File: src/rtl/fetch_seq_pkg.sv
// fetch_seq_pkg
//   Shared constants for the fetch/execute control-step sequencer:
//   phase encoding, datapath bit positions inside the busSelect/enable
//   vectors, and the ALU op used to increment the PC during T0.
package fetch_seq_pkg;

    // Phase encoding. The numeric values are visible on the phase port.
    typedef enum logic [2:0] {
        PH_IDLE   = 3'd0,
        PH_T0     = 3'd1,
        PH_T1     = 3'd2,
        PH_T2     = 3'd3,
        PH_EXEC   = 3'd4,
        PH_HALTED = 3'd5
    } phase_e;

    // Bus-driver select bit positions (busSelect)
    localparam int PC_OUT  = 20;
    localparam int ZLO_OUT = 19;
    localparam int MDR_OUT = 21;

    // Register load-enable bit positions (enable)
    localparam int MAR_IN  = 25;
    localparam int Z_IN    = 18;
    localparam int PC_IN   = 20;
    localparam int MDR_IN  = 21;
    localparam int IR_IN   = 24;

    // ALU op that produces PC+1 into Z
    localparam int INCPC_OP = 14;

endpackage

File: src/rtl/fetch_sequencer.sv
// fetch_sequencer
//   Control-step sequencer for the simple datapath. Walks the fetch steps
//   T0 (PC->MAR, PC+1->Z), T1 (Zlow->PC, mem->MDR, stretched by MEM_WAIT
//   cycles) and T2 (MDR->IR), then a variable-length EXEC phase whose
//   length comes from the decoder. Supports run/halt/stall control and
//   counts retired instructions.
//
// Ports
//   clk             in   system clock
//   clr             in   synchronous active-high reset
//   run             in   level; required to leave IDLE or HALTED
//   halt_req        in   level; sampled on the final execute step
//   stall           in   freezes sequencing and suppresses register loads
//   exec_len        in   execute step count, valid from first EXEC cycle
//   busSelect       out  one-hot bus-driver select (fetch steps only)
//   enable          out  register load enables (fetch steps only)
//   Control_Signals out  ALU op (INCPC_OP during T0, else 0)
//   MD_Read         out  MDR mux selects memory data
//   ReadRAM         out  RAM read strobe
//   phase           out  current phase (see phase_e)
//   exec_step       out  current execute step, 0 outside EXEC
//   instr_count     out  retired instruction count (wraps)
module fetch_sequencer
    import fetch_seq_pkg::*;
#(
    parameter int CTRL_W   = 32,
    parameter int OP_W     = 5,
    parameter int MEM_WAIT = 1,
    parameter int MAX_EXEC = 8,
    parameter int CNT_W    = 16
) (
    input  logic                        clk,
    input  logic                        clr,
    input  logic                        run,
    input  logic                        halt_req,
    input  logic                        stall,
    input  logic [$clog2(MAX_EXEC):0]   exec_len,
    output logic [CTRL_W-1:0]           busSelect,
    output logic [CTRL_W-1:0]           enable,
    output logic [OP_W-1:0]             Control_Signals,
    output logic                        MD_Read,
    output logic                        ReadRAM,
    output logic [2:0]                  phase,
    output logic [$clog2(MAX_EXEC)-1:0] exec_step,
    output logic [CNT_W-1:0]            instr_count
);

    localparam int SW = $clog2(MAX_EXEC);
    localparam int LW = SW + 1;
    localparam logic [3:0]    WAIT_INIT = 4'(MEM_WAIT);
    localparam logic [LW-1:0] LEN_MAX   = LW'(MAX_EXEC);

    phase_e        state;
    logic [3:0]    wait_cnt;
    logic [SW-1:0] step_q;
    logic [LW-1:0] len_q;
    logic [CNT_W-1:0] count_q;

    logic [LW-1:0] len_sat;
    logic [LW-1:0] eff_len;
    logic          last_step;
    logic          advance;
    logic [CTRL_W-1:0] en_dec;

    // Decoder length is clamped to 1..MAX_EXEC.
    always_comb begin
        len_sat = exec_len;
        if (exec_len == '0)
            len_sat = LW'(1);
        else if (exec_len > LEN_MAX)
            len_sat = LEN_MAX;
    end

    // exec_len only becomes valid in the first EXEC cycle, so step 0 uses
    // the live input and later steps use the value latched on step 0.
    assign eff_len   = (step_q == '0) ? len_sat : len_q;
    assign last_step = (LW'(step_q) == eff_len - LW'(1));

    // stall is ignored while parked in IDLE/HALTED.
    assign advance = !stall || state == PH_IDLE || state == PH_HALTED;

    always_ff @(posedge clk) begin
        if (clr) begin
            state    <= PH_IDLE;
            wait_cnt <= '0;
            step_q   <= '0;
            len_q    <= '0;
            count_q  <= '0;
        end else if (advance) begin
            case (state)
                PH_IDLE: begin
                    if (run) state <= PH_T0;
                end
                PH_T0: begin
                    state    <= PH_T1;
                    wait_cnt <= WAIT_INIT;
                end
                PH_T1: begin
                    if (wait_cnt == '0)
                        state <= PH_T2;
                    else
                        wait_cnt <= wait_cnt - 4'd1;
                end
                PH_T2: begin
                    state  <= PH_EXEC;
                    step_q <= '0;
                end
                PH_EXEC: begin
                    if (step_q == '0) len_q <= len_sat;
                    if (last_step) begin
                        count_q <= count_q + CNT_W'(1);
                        step_q  <= '0;
                        state   <= halt_req ? PH_HALTED : PH_T0;
                    end else begin
                        step_q <= step_q + SW'(1);
                    end
                end
                PH_HALTED: begin
                    if (run && !halt_req) state <= PH_T0;
                end
                default: state <= PH_IDLE;
            endcase
        end
    end

    // Moore decode from the state register.
    always_comb begin
        busSelect       = '0;
        en_dec          = '0;
        Control_Signals = '0;
        MD_Read         = 1'b0;
        ReadRAM         = 1'b0;
        case (state)
            PH_T0: begin
                busSelect[PC_OUT] = 1'b1;
                en_dec[MAR_IN]    = 1'b1;
                en_dec[Z_IN]      = 1'b1;
                Control_Signals   = OP_W'(INCPC_OP);
            end
            PH_T1: begin
                busSelect[ZLO_OUT] = 1'b1;
                en_dec[MDR_IN]     = 1'b1;
                // Counter still holds its reload value only on the first
                // T1 cycle, so the PC is written exactly once.
                en_dec[PC_IN]      = (wait_cnt == WAIT_INIT);
                MD_Read            = 1'b1;
                ReadRAM            = 1'b1;
            end
            PH_T2: begin
                busSelect[MDR_OUT] = 1'b1;
                en_dec[IR_IN]      = 1'b1;
            end
            default: ;
        endcase
    end

    // A stalled cycle must not write any register.
    assign enable      = stall ? '0 : en_dec;
    assign phase       = state;
    assign exec_step   = step_q;
    assign instr_count = count_q;

endmodule

File: config.mk
export PLATFORM = sky130hd
export DESIGN_NAME = fetch_sequencer
export DESIGN_NICKNAME = d
export VERILOG_FILES = /design/src/rtl/fetch_seq_pkg.sv /design/src/rtl/fetch_sequencer.sv
export SDC_FILE = /design/constraint.sdc
export NUM_CORES = 1
export LEC_CHECK = 0
export CAP_MARGIN = 20
export CORE_UTILIZATION = 43
export DETAILED_ROUTE_END_ITERATION = 8
export GPL_TIMING_DRIVEN = 0
export PLACE_DENSITY = 0.81
export REMOVE_ABC_BUFFERS = 1
export SLEW_MARGIN = 20
export SYNTH_ARGS = -nofsm -noshare
export SYNTH_HDL_FRONTEND = slang
export SYNTH_SLANG_ARGS = --single-unit
File: constraint.sdc
create_clock -name clk -period 3 [get_ports clk]
set_input_delay 0.6 -clock clk [delete_from_list [all_inputs] [get_ports clk]]
set_output_delay 0.6 -clock clk [all_outputs]
set_load 0.005 [all_outputs]
## After elaboration in Yosys (flattened, before gate mapping)

Cells that the tools add are included.

| storage, ports and cells | value |
|---|---|
| word-level logic and storage cells | 57 |
| flip-flop bits (word level) | 30 |
| input bits | 9 |

| operators by class | value |
|---|---|
| magnitude comparators | 1 |
| add/subtract/negate cells | 4 |
| eq/ne operators | 12 |
| multiplexer cells | 19 |
| reductions and logical operators | 16 |

Operators with widths:

| cell | count |
|---|---|
| 26-bit two-way mux | 1 |
| 4-bit two-way mux | 5 |
| 3-bit two-way mux | 6 |
| 3-bit case mux with 6 select lines | 1 |
| 16-bit by 1-bit adder with 16-bit output, second input constant | 1 |
| 4-bit zero test | 2 |
| 2-bit != test, second input constant | 4 |
| 4-bit case mux with 2 select lines | 1 |
| 4-bit by 1-bit subtractor with 4-bit output, second input constant | 2 |
| 3-bit by 2-bit == test with 1-bit output, second input constant | 2 |
| 3-bit == test, second input constant | 2 |
| 3-bit zero test | 2 |
| 3-bit case mux with 2 select lines | 1 |
| 3-bit AND reduction | 2 |
| 5-bit AND reduction | 1 |
| 3-bit by 4-bit == test with 1-bit output | 1 |
| 4-bit by 1-bit == test with 1-bit output, second input constant | 1 |
| 4-bit greater-than comparator, second input constant | 1 |
| 2-bit AND reduction | 2 |
| 2-bit nonzero test | 2 |
| 3-bit by 1-bit adder with 3-bit output, second input constant | 1 |
| 3-bit by 1-bit == test with 1-bit output, second input constant | 1 |
| 1-bit two-way mux | 3 |
| 1-bit zero test | 2 |
| 4 further kinds | 5 |

## Depth between registers and ports, before layout

Gate-level depths: netlist of the first run.

| logic depth | value |
|---|---|
| depth after elaboration | 8 |
| mapped depth | 12 |
| mapped depth without buffers | 11 |

## Worst setup path before layout of the first run

Ideal clock, no wire load.

| timing | value |
|---|---|
| path kind | flip-flop to flip-flop |
| start point | register step_q[0] (netlist: exec_step[0]) |
| end point | register count_q[10] (netlist: instr_count[10]) |
| data arrival time | 2.615 ns |
| path buffers | 1 |
| slack | 0.264 ns |
| period minus slack after synthesis | 2.736 ns |
| setup time | 0.121 ns |
| stages on the path, launching flop included | 12 |
| data required time | 2.879 ns |
| path through | dfxtp_1 > inv_1 > ha_1 > nor3b_1 > a22oi_2 > ha_1 > xnor2_1 > a31oi_1 > nand4b_1 > buf_2 > nor4b_1 > mux2_2 |

| on the way | value |
|---|---|
| longest elaborated chain between the ends | 5 |

RTL lines:

| what | line | text |
|---|---|---|
| start: declaration | fetch_sequencer.sv:55 | `logic [SW-1:0] step_q;` |
| start signal: assignment | fetch_sequencer.sv:115 | `step_q <= step_q + SW'(1);` |
| 3-bit zero test | fetch_sequencer.sv:76 | `assign eff_len = (step_q == '0) ? len_sat : len_q;` |
| 4-bit two-way mux | - |  |
| 4-bit by 1-bit subtractor with 4-bit output | fetch_sequencer.sv:77 | `assign last_step = (LW'(step_q) == eff_len - LW'(1));` |
| 3-bit by 4-bit == test with 1-bit output (*) | fetch_sequencer.sv:77 |  |
| 3-bit AND reduction (no line) (*) | - |  |
| end signal: assignment | fetch_sequencer.sv:111 | `count_q <= count_q + CNT_W'(1);` |
| end: declaration | fetch_sequencer.sv:57 | `logic [CNT_W-1:0] count_q;` |

Every way passes the cells marked *; elsewhere a longest branch is shown, timed or not.
A chain may end at the register's enable or synchronous reset.

## Final worst setup path of the first run

| timing | value |
|---|---|
| start point | input port exec_len[1] |
| end point | register count_q[4] (netlist: instr_count[4]) |

| on the way | value |
|---|---|
| longest elaborated chain between the ends | 7 |
| elaborated cells on any way between the ends | 8 |

RTL lines:

| what | line | text |
|---|---|---|
| start: declaration | fetch_sequencer.sv:37 | `input logic [$clog2(MAX_EXEC):0] exec_len,` |
| 4-bit greater-than comparator | fetch_sequencer.sv:70 | `else if (exec_len > LEN_MAX)` |
| 4-bit two-way mux | fetch_sequencer.sv:70 |  |
| 4-bit two-way mux (*) | fetch_sequencer.sv:68 | `if (exec_len == '0)` |
| 4-bit two-way mux (*) | - |  |
| 4-bit by 1-bit subtractor with 4-bit output (*) | fetch_sequencer.sv:77 |  |
| 3-bit by 4-bit == test with 1-bit output (*) | fetch_sequencer.sv:77 |  |
| 3-bit AND reduction (no line) (*) | - |  |

Marks and branches as above.

==> key figures, run 1 <==
Clock tree
  – Worst-Skew Late Latency: 280 ps
  – Clk sinks: 30
  – H-tree level count: 2
  – CTS root buffer: clkbuf_8
  – Post-CTS Hold Fix Bufs: 0
  – Clk slew on worst S/H paths: 60 ps
  – TritonCTS Buffers: 5
  – Clock Tree Buf Depth: 2
  – CTS tree: built

Cells and area
  – Final #Nets: 355
  – Layout area overhead: 18.68%
  – Fillers: 503
  – Share of cells above drive strength 1: 14.41%
  – Diodes inserted: 0
  – Core Util, Final: 54.21%

Yosys
  – Dominant cell type by area after synthesis: dfxtp_1
  – Number of synthesized flops with an enable pin: 0
  – Syn Inst Count: 300
  – Seq/Total Area, Yosys: 25.26%
  – Flops & latches, synth: 30
  – Share of the synthesized area in the top cell type: 25.26%
  – Avg Inst Size Synth: 7.924 um^2
  – Mapped Area: 2377 um^2
  – Async S/R FF share, synth: 0%
  – Most numerous cell in the Yosys netlist: buf_4
  – Largest cells by area after synthesis: dfxtp_1 25%, buf_4 20%, mux2_2 6.2%
  – YS warnings: 0
  – Most used DFF post-synth: dfxtp_1
  – Post-synth top cells: 64 x buf_4, 30 x dfxtp_1, 28 x nor2_1
  – Synth cell types: 46

Die
  – Die Span X: 76.36 um
  – # rows: 26
  – Die Area: 5830 um^2
  – Core box area: 5205 um^2
  – Die height: 76.36 um
  – Starting density of the core: 45.67%
  – Io pins: 102

Drt
  – Drt wl/cell: 12.25 um
  – Vias: 2,047
  – Routed wire length: 5023 um
  – Antenna-violating nets left: 0
  – Vias per Instance: 4.993
  – TritonRoute pass-1 iters: 4
  – Starting DRC count in detailed routing: 114
  – Drt drc: 0

Setup path
  – Required @ worst endpoint: 3170 ps
  – Crit path max-delay family: buffers and inverters
  – R2R cell count: 12
  – Kind of critical path: input pin to flop
  – Worst path buffer plus inverter count: 2
  – Crit. Startpoint: exec_len[1]
  – Worst R2R Start: exec_step[0]
  – R2R Path End: instr_count[4]
  – Crit path cell chain: clkdlybuf4s50_1 -> nor3b_2 -> a21oi_2 -> ha_1 -> xnor2_1 -> a31oi_1 -> nand4b_1 -> buf_4 -> nor4_1 -> mux2_2
  – Worst setup endpoint: instr_count[4]
  – Critical path capture point type: flop
  – Worst reg2reg setup slack: 120 ps
  – Slowest stage delay, CP: 500 ps
  – Critical path startpoint category: input pin
  – Crit-path slowest cell: clkdlybuf4s50_1
  – CP max FO: 11
  – WP depth: 10
  – CP arrival: 3060 ps

Placed design
  – Final GP Congestion: 0.7638
  – Port buffer count: 43
  – Detail Placement HPWL: 3295 um

STA
  – Setup violators final: 0
  – Slew @ Worst Pin: 769.4 ps
  – Crit share post-route: 96.48%
  – Fmax: 0.3455 GHz
  – Final hold slack: 476.1 ps
  – Final slew viol count: 0
  – Final Critical Period: 2894 ps
  – Slew headroom: 48.71%
  – Hold Vio Cnt, Final: 0
  – Setup Skew: 5.366 ps

Power and ir drop
  – PwrDens: 500.3 nW/um^2
  – Leakage: 1.141 nW
  – Internal power: 883.1 uW
  – Max rail drop VDD: 0.0002457 V
  – P_sw: 528.4 uW
  – Clock power share: 21.6%
  – Logic gate share of total power: 41.7%
  – Sequential power share: 36.7%
  – Sw Ratio: 37.43%

Global route
  – Total grt overflow: 0
  – Tot GR Track Use: 16.75%
  – Number of global-route vias before repair: 1,780
  – Initial antenna violation count: 0
  – First-pass GRT wire length: 8052 um
  – Largest net degree at the start of global routing: 45

Run
  – Max-Cap Viols: 0

Min path
  – Min-Delay Path Class: flop to flop

Outcome
  – Status: finished clean
==> registers in the layout, summed over array words and instances, names as in the netlist <==
register     count
exec_step        3
phase            3
wait_cnt         4
len_q            4
instr_count     16
==> worst register-to-register path, stage by stage, from the launching register on <==
cell and delay (ps):
dfxtp_2 350, inv_1 120, ha_2 270, nand2b_4 90, nor3b_2 190, a21oi_2 70, ha_1 290, xnor2_1 140
a31oi_1 220, nand4b_1 150, buf_4 210, nor4_1 300, mux2_2 360
==> layout by cell type, fill, tap and decap left out, drive strengths merged, types with 2 or more instances in the layout <==
master / n
a21o: 2
nand2: 13
ha: 6
or4: 2
mux2: 13
nand2b: 7
and4: 3
nand3: 7
xnor2: 2
nor3b: 6
xor2: 2
dfxtp: 30
nor4: 5
o21ai: 8
and2: 2
nand4: 7
clkdlybuf4s50: 40
nand3b: 2
or2: 2
nor4b: 5
a31oi: 2
nor3: 12
conb: 58
a211oi: 4
dlymetal6s2s: 2
a21oi: 9
o31ai: 2
nor2: 28
clkbuf: 7
nor2b: 15
and3: 4
buf: 12
nand4b: 2
mux2i: 4
inv: 8
==> routing by layer <==
layer,global-route usage [%],wire length (um),share of wire (%),vias to the layer above
met5,0,0,0,-
met4,5.962,85,1.7,0
met3,3.832,279,5.6,13
met2,28.38,2512,50,79
met1,20.68,2146,43,959
li1,-,-,-,996
==> power groups by stage <==
| stage | registers, mW | logic [mW] | clock network, mW |
|---|---|---|---|
| 3_3_place_gp | 0.517 | 0.486 | 0 |
| 4_1_cts | 0.514 | 0.551 | 0.312 |
| 6_report | 0.517 | 0.589 | 0.305 |
| 2_1_floorplan | 0.504 | 0.305 | 0 |
| 5_1_grt | 0.527 | 0.647 | 0.330 |
| 3_5_place_dp | 0.520 | 0.513 | 0 |
==> worst min-delay path by stage <==
stage | from | endpoint | slack (ps) | depth (start not counted)
final | wait_cnt[1] | wait_cnt[1] | 480 | 2
after global routing | wait_cnt[1] | wait_cnt[1] | 510 | 2
after CTS | wait_cnt[1] | wait_cnt[1] | 480 | 2
after detailed placement | wait_cnt[1] | wait_cnt[1] | 470 | 2
after global placement | wait_cnt[1] | wait_cnt[1] | 460 | 2
after floorplan | wait_cnt[1] | wait_cnt[1] | 450 | 2
==> kinds of logic after synthesis <==
family | Yosys count | share of synthesized area (%)
adders and majority gates | 6 | 3.158
AOI/OAI and AO/OA | 34 | 9.263
DFF | 30 | 25.26
buffers and inverters | 87 | 24.00
xor gates and xnor gates | 4 | 1.474
and+or+nand+nor | 121 | 28.84
other | 1 | 0.1577
muxes | 17 | 7.842
==> per-stage QoR <==
stage	cells	setup slack, ps	cell area (um^2)	power (mW)	setup TNS [ps]
floorplan	278	-34.20	2051	0.8089	-125.3
global placement	391	-816.6	2569	1.003	-13360
detailed placement	392	-909.2	2582	1.033	-15610
CTS	406	41.54	2721	1.377	0
global route	410	-14.96	2821	1.505	-38.85
finish	410	105.7	2821	1.412	0
==> layout make-up <==
class	count	area, um^2	area share (%)
clock buffers	7	76.32	2.705
inverters	8	30.03	1.064
multi-input cells	241	1509	53.48
flip-flops and latches	30	601.8	21.33
well taps	70	87.58	3.104
repair buffers	54	516.7	18.31
==> what timing repair did <==
action                                  CTS  global route
pin swaps                                 3             0
resized for setup                         1            15
buffers inserted                          6             4
endpoints found under the setup margin   21            22
gates cloned                              1             0
Note: power is estimated with default switching activity, not from simulation.
==> run 2, diff against run 1 <==
--- a/config.mk
+++ b/config.mk
@@ -9,8 +9,9 @@
 export CORE_UTILIZATION = 43
 export DETAILED_ROUTE_END_ITERATION = 8
 export GPL_TIMING_DRIVEN = 0
-export PLACE_DENSITY = 0.81
+export PLACE_DENSITY = 0.91
 export REMOVE_ABC_BUFFERS = 1
+export SKIP_LAST_GASP = 1
 export SLEW_MARGIN = 20
 export SYNTH_ARGS = -nofsm -noshare
 export SYNTH_HDL_FRONTEND = slang
==> key figures, run 2 (synthesized netlist as in run 1, its figures left out) <==
Run
  – Max-Cap Viols: 0 (unchanged)

Cells and area
  – Share of cells above drive strength 1: 15.25% (+0.84 points)
  – Post-route cell area: 2865 um^2 (+1.6%)
  – Diodes inserted: 0 (unchanged)
  – Fillers: 491 (-2.4%)
  – Non-Filler Instances: 411 (+0.24%)
  – Commonest non-fill, non-tap cell in the layout: conb_1
  – Layout area overhead: 20.53%
  – Most frequent cells in the layout: 58 x conb_1, 40 x clkdlybuf4s50_1, 29 x dfxtp_1
  – Max FFs per register: 16 (unchanged)
  – Final #Nets: 355 (unchanged)

STA
  – Final hold slack: 476.3 ps (+0.2410 ps)
  – Slew headroom: 50.62% (+1.9 points)
  – Slew @ Worst Pin: 740.8 ps (-28.66 ps)
  – Final Critical Period: 2939 ps (+44.35 ps)
  – Fmax: 0.3403 GHz (-1.5%)
  – Final slew viol count: 0 (unchanged)
  – Setup tns final: 0 ps (unchanged)
  – Crit share post-route: 97.95% (+1.5 points)
  – RSZ-0062 raised after global routing: true
  – Setup violators final: 0 (unchanged)
  – Hold Vio Cnt, Final: 0 (unchanged)
  – Setup Skew: 8.062 ps (+2.696 ps)
  – Setup WS post-layout: 61.35 ps (-44.35 ps)

Power and ir drop
  – Internal power: 911.9 uW (+3.3%)
  – P_sw: 544.2 uW (+3.0%)
  – Sequential power share: 35.5% (-1.2 points)
  – Leakage: 1.170 nW (+2.5%)
  – PwrDens: 508.2 nW/um^2 (+1.6%)
  – Clock power share: 22.9% (+1.3 points)
  – Logic gate share of total power: 41.6% (about the same)
  – Max rail drop VDD: 0.0002585 V (+5.2%)
  – Sw Ratio: 37.37% (-0.061 points)

Global route
  – Largest net degree at the start of global routing: 45 (unchanged)
  – Tot GR Track Use: 17.42% (+0.67 points)
  – Total grt overflow: 0 (unchanged)
  – Number of global-route vias before repair: 1,894 (+6.4%)
  – Global routing usage on met1: 19.24% (-1.4 points)
  – Initial antenna violation count: 0 (unchanged)
  – GR Util met3: 4.311% (+0.48 points)
  – Met2 Use GR: 30.81% (+2.4 points)
  – Global routing's busiest layer: met2
  – First-pass GRT wire length: 8376 um (+4.0%)

Die
  – Die Span X: 76.36 um (unchanged)
  – Starting density of the core: 45.67% (unchanged)
  – Die Area: 5830 um^2 (unchanged)
  – # rows: 26 (unchanged)
  – Die height: 76.36 um (unchanged)
  – Io pins: 102 (unchanged)
  – Core box area: 5205 um^2 (unchanged)

Clock tree
  – Clk slew on worst S/H paths: 70 ps (about the same)
  – H-tree level count: 2 (unchanged)
  – Worst-Skew Late Latency: 280 ps (about the same)
  – TritonCTS Buffers: 5 (unchanged)
  – Clock Tree Buf Depth: 2 (unchanged)
  – CTS root buffer: clkbuf_8
  – CTS tree: built
  – Clk sinks: 30 (unchanged)

Setup path
  – CP arrival: 3110 ps (+50 ps)
  – Required @ worst endpoint: 3170 ps (about the same)
  – Kind of critical path: input pin to flop
  – CP max FO: 6 (-5)
  – Slowest stage delay, CP: 510 ps (about the same)
  – R2R Path End: instr_count[7]
  – CP most frequent cell: buf_4
  – Crit path max-delay family: buffers and inverters
  – Worst path buffer plus inverter count: 3 (+1)
  – Crit-path slowest cell: clkdlybuf4s50_1
  – Crit path cell chain: clkdlybuf4s50_1 -> o21bai_1 -> a22oi_2 -> ha_1 -> xnor2_1 -> a31oi_1 -> buf_4 -> nand4b_1 -> buf_4 -> nor3_1 -> mux2_2
  – Worst R2R Start: exec_step[0]
  – Worst setup endpoint: instr_count[7]
  – Critical path startpoint category: input pin
  – Critical path capture point type: flop
  – Worst reg2reg setup slack: 140 ps (+20 ps)
  – WP depth: 11 (+1)
  – R2R cell count: 12 (unchanged)
  – Crit. Startpoint: exec_len[2]

Placed design
  – Pre-CTS WS: -999.4 ps (-90.17 ps)
  – Post-placement cell count: 392 (unchanged)
  – Detail Placement HPWL: 3405 um (+3.3%)
  – Port buffer count: 43 (unchanged)
  – Final GP Congestion: 0.8169 (+7.0%)
  – DP Area: 2582 um^2 (unchanged)

Drt
  – Routed wire length: 5192 um (+3.4%)
  – TritonRoute pass-1 iters: 5 (+1)
  – Drt wl/cell: 12.63 um (+3.1%)
  – Starting DRC count in detailed routing: 132 (+16%)
  – Antenna-violating nets left: 0 (unchanged)
  – Vias: 2,073 (+1.3%)
  – Drt drc: 0 (unchanged)
  – Vias per Instance: 5.044 (+1.0%)

Outcome
  – Status: finished clean

Min path
  – Min-Delay Path Class: flop to flop
[run 2: cell type report]
cell class / instances / area [um^2] / share of cell area (%)
repair buffers: 54 / 520.5 / 18.17
well taps: 70 / 87.58 / 3.057
flip-flops and latches: 30 / 601.8 / 21.00
inverters: 8 / 30.03 / 1.048
clock inverters: 1 / 5.005 / 0.1747
multi-input cells: 241 / 1534 / 53.54
clock buffers: 7 / 86.33 / 3.013
[run 2: worst min-delay path: stages, from the launching register on]
cell and delay [ps]:
dfxtp_1 320, nand2_1 60, a21oi_1 50
[run 2: what timing repair did]
action / 4_1_cts / 5_1_grt
cloned: 1 / 0
setup endpoints to repair: 21 / 20
hold buffers: 0 / 0
pin swaps: 2 / 2
setup buffers: 6 / 4
gates resized for setup: 1 / 19
[run 2: per-layer routing]
layer	vias to the layer above	wire length (um)
li1	995	-
met1	969	2099
met2	90	2634
met3	19	324
met4	0	133
met5	-	0
[run 2: power groups by stage]
stage                     logic [mW]  registers (mW)  clock network, mW
after floorplan                0.305           0.504                  0
after global placement         0.484           0.515                  0
after detailed placement       0.513           0.519                  0
after CTS                      0.557           0.513              0.345
after global routing           0.670           0.525              0.364
final                          0.606           0.517              0.334
[run 2: per-stage QoR]
| step | utilization (%) | total power, mW |
|---|---|---|
| global placement | 49.35 | 0.9993 |
| floorplan | - | 0.8089 |
| CTS | 52.57 | 1.415 |
| global route | 55.05 | 1.560 |
| detailed placement | 49.62 | 1.032 |
| finish | 55.05 | 1.456 |
[run 2: worst min-delay path by stage]
stage	cells after the start	to	slack, ps	from
floorplan	2	wait_cnt[1]	450	wait_cnt[1]
global placement	2	wait_cnt[1]	460	wait_cnt[1]
detailed placement	2	wait_cnt[1]	470	wait_cnt[1]
CTS	2	wait_cnt[1]	480	wait_cnt[1]
global route	2	wait_cnt[1]	510	wait_cnt[1]
finish	2	wait_cnt[1]	480	wait_cnt[1]
==> run 3, diff against run 2 <==
--- a/config.mk
+++ b/config.mk
@@ -5,7 +5,6 @@
 export SDC_FILE = /design/constraint.sdc
 export NUM_CORES = 1
 export LEC_CHECK = 0
-export CAP_MARGIN = 20
 export CORE_UTILIZATION = 43
 export DETAILED_ROUTE_END_ITERATION = 8
 export GPL_TIMING_DRIVEN = 0
==> results of run 3 <==
Final layout, timing and power as in run 2 (identical DEF).
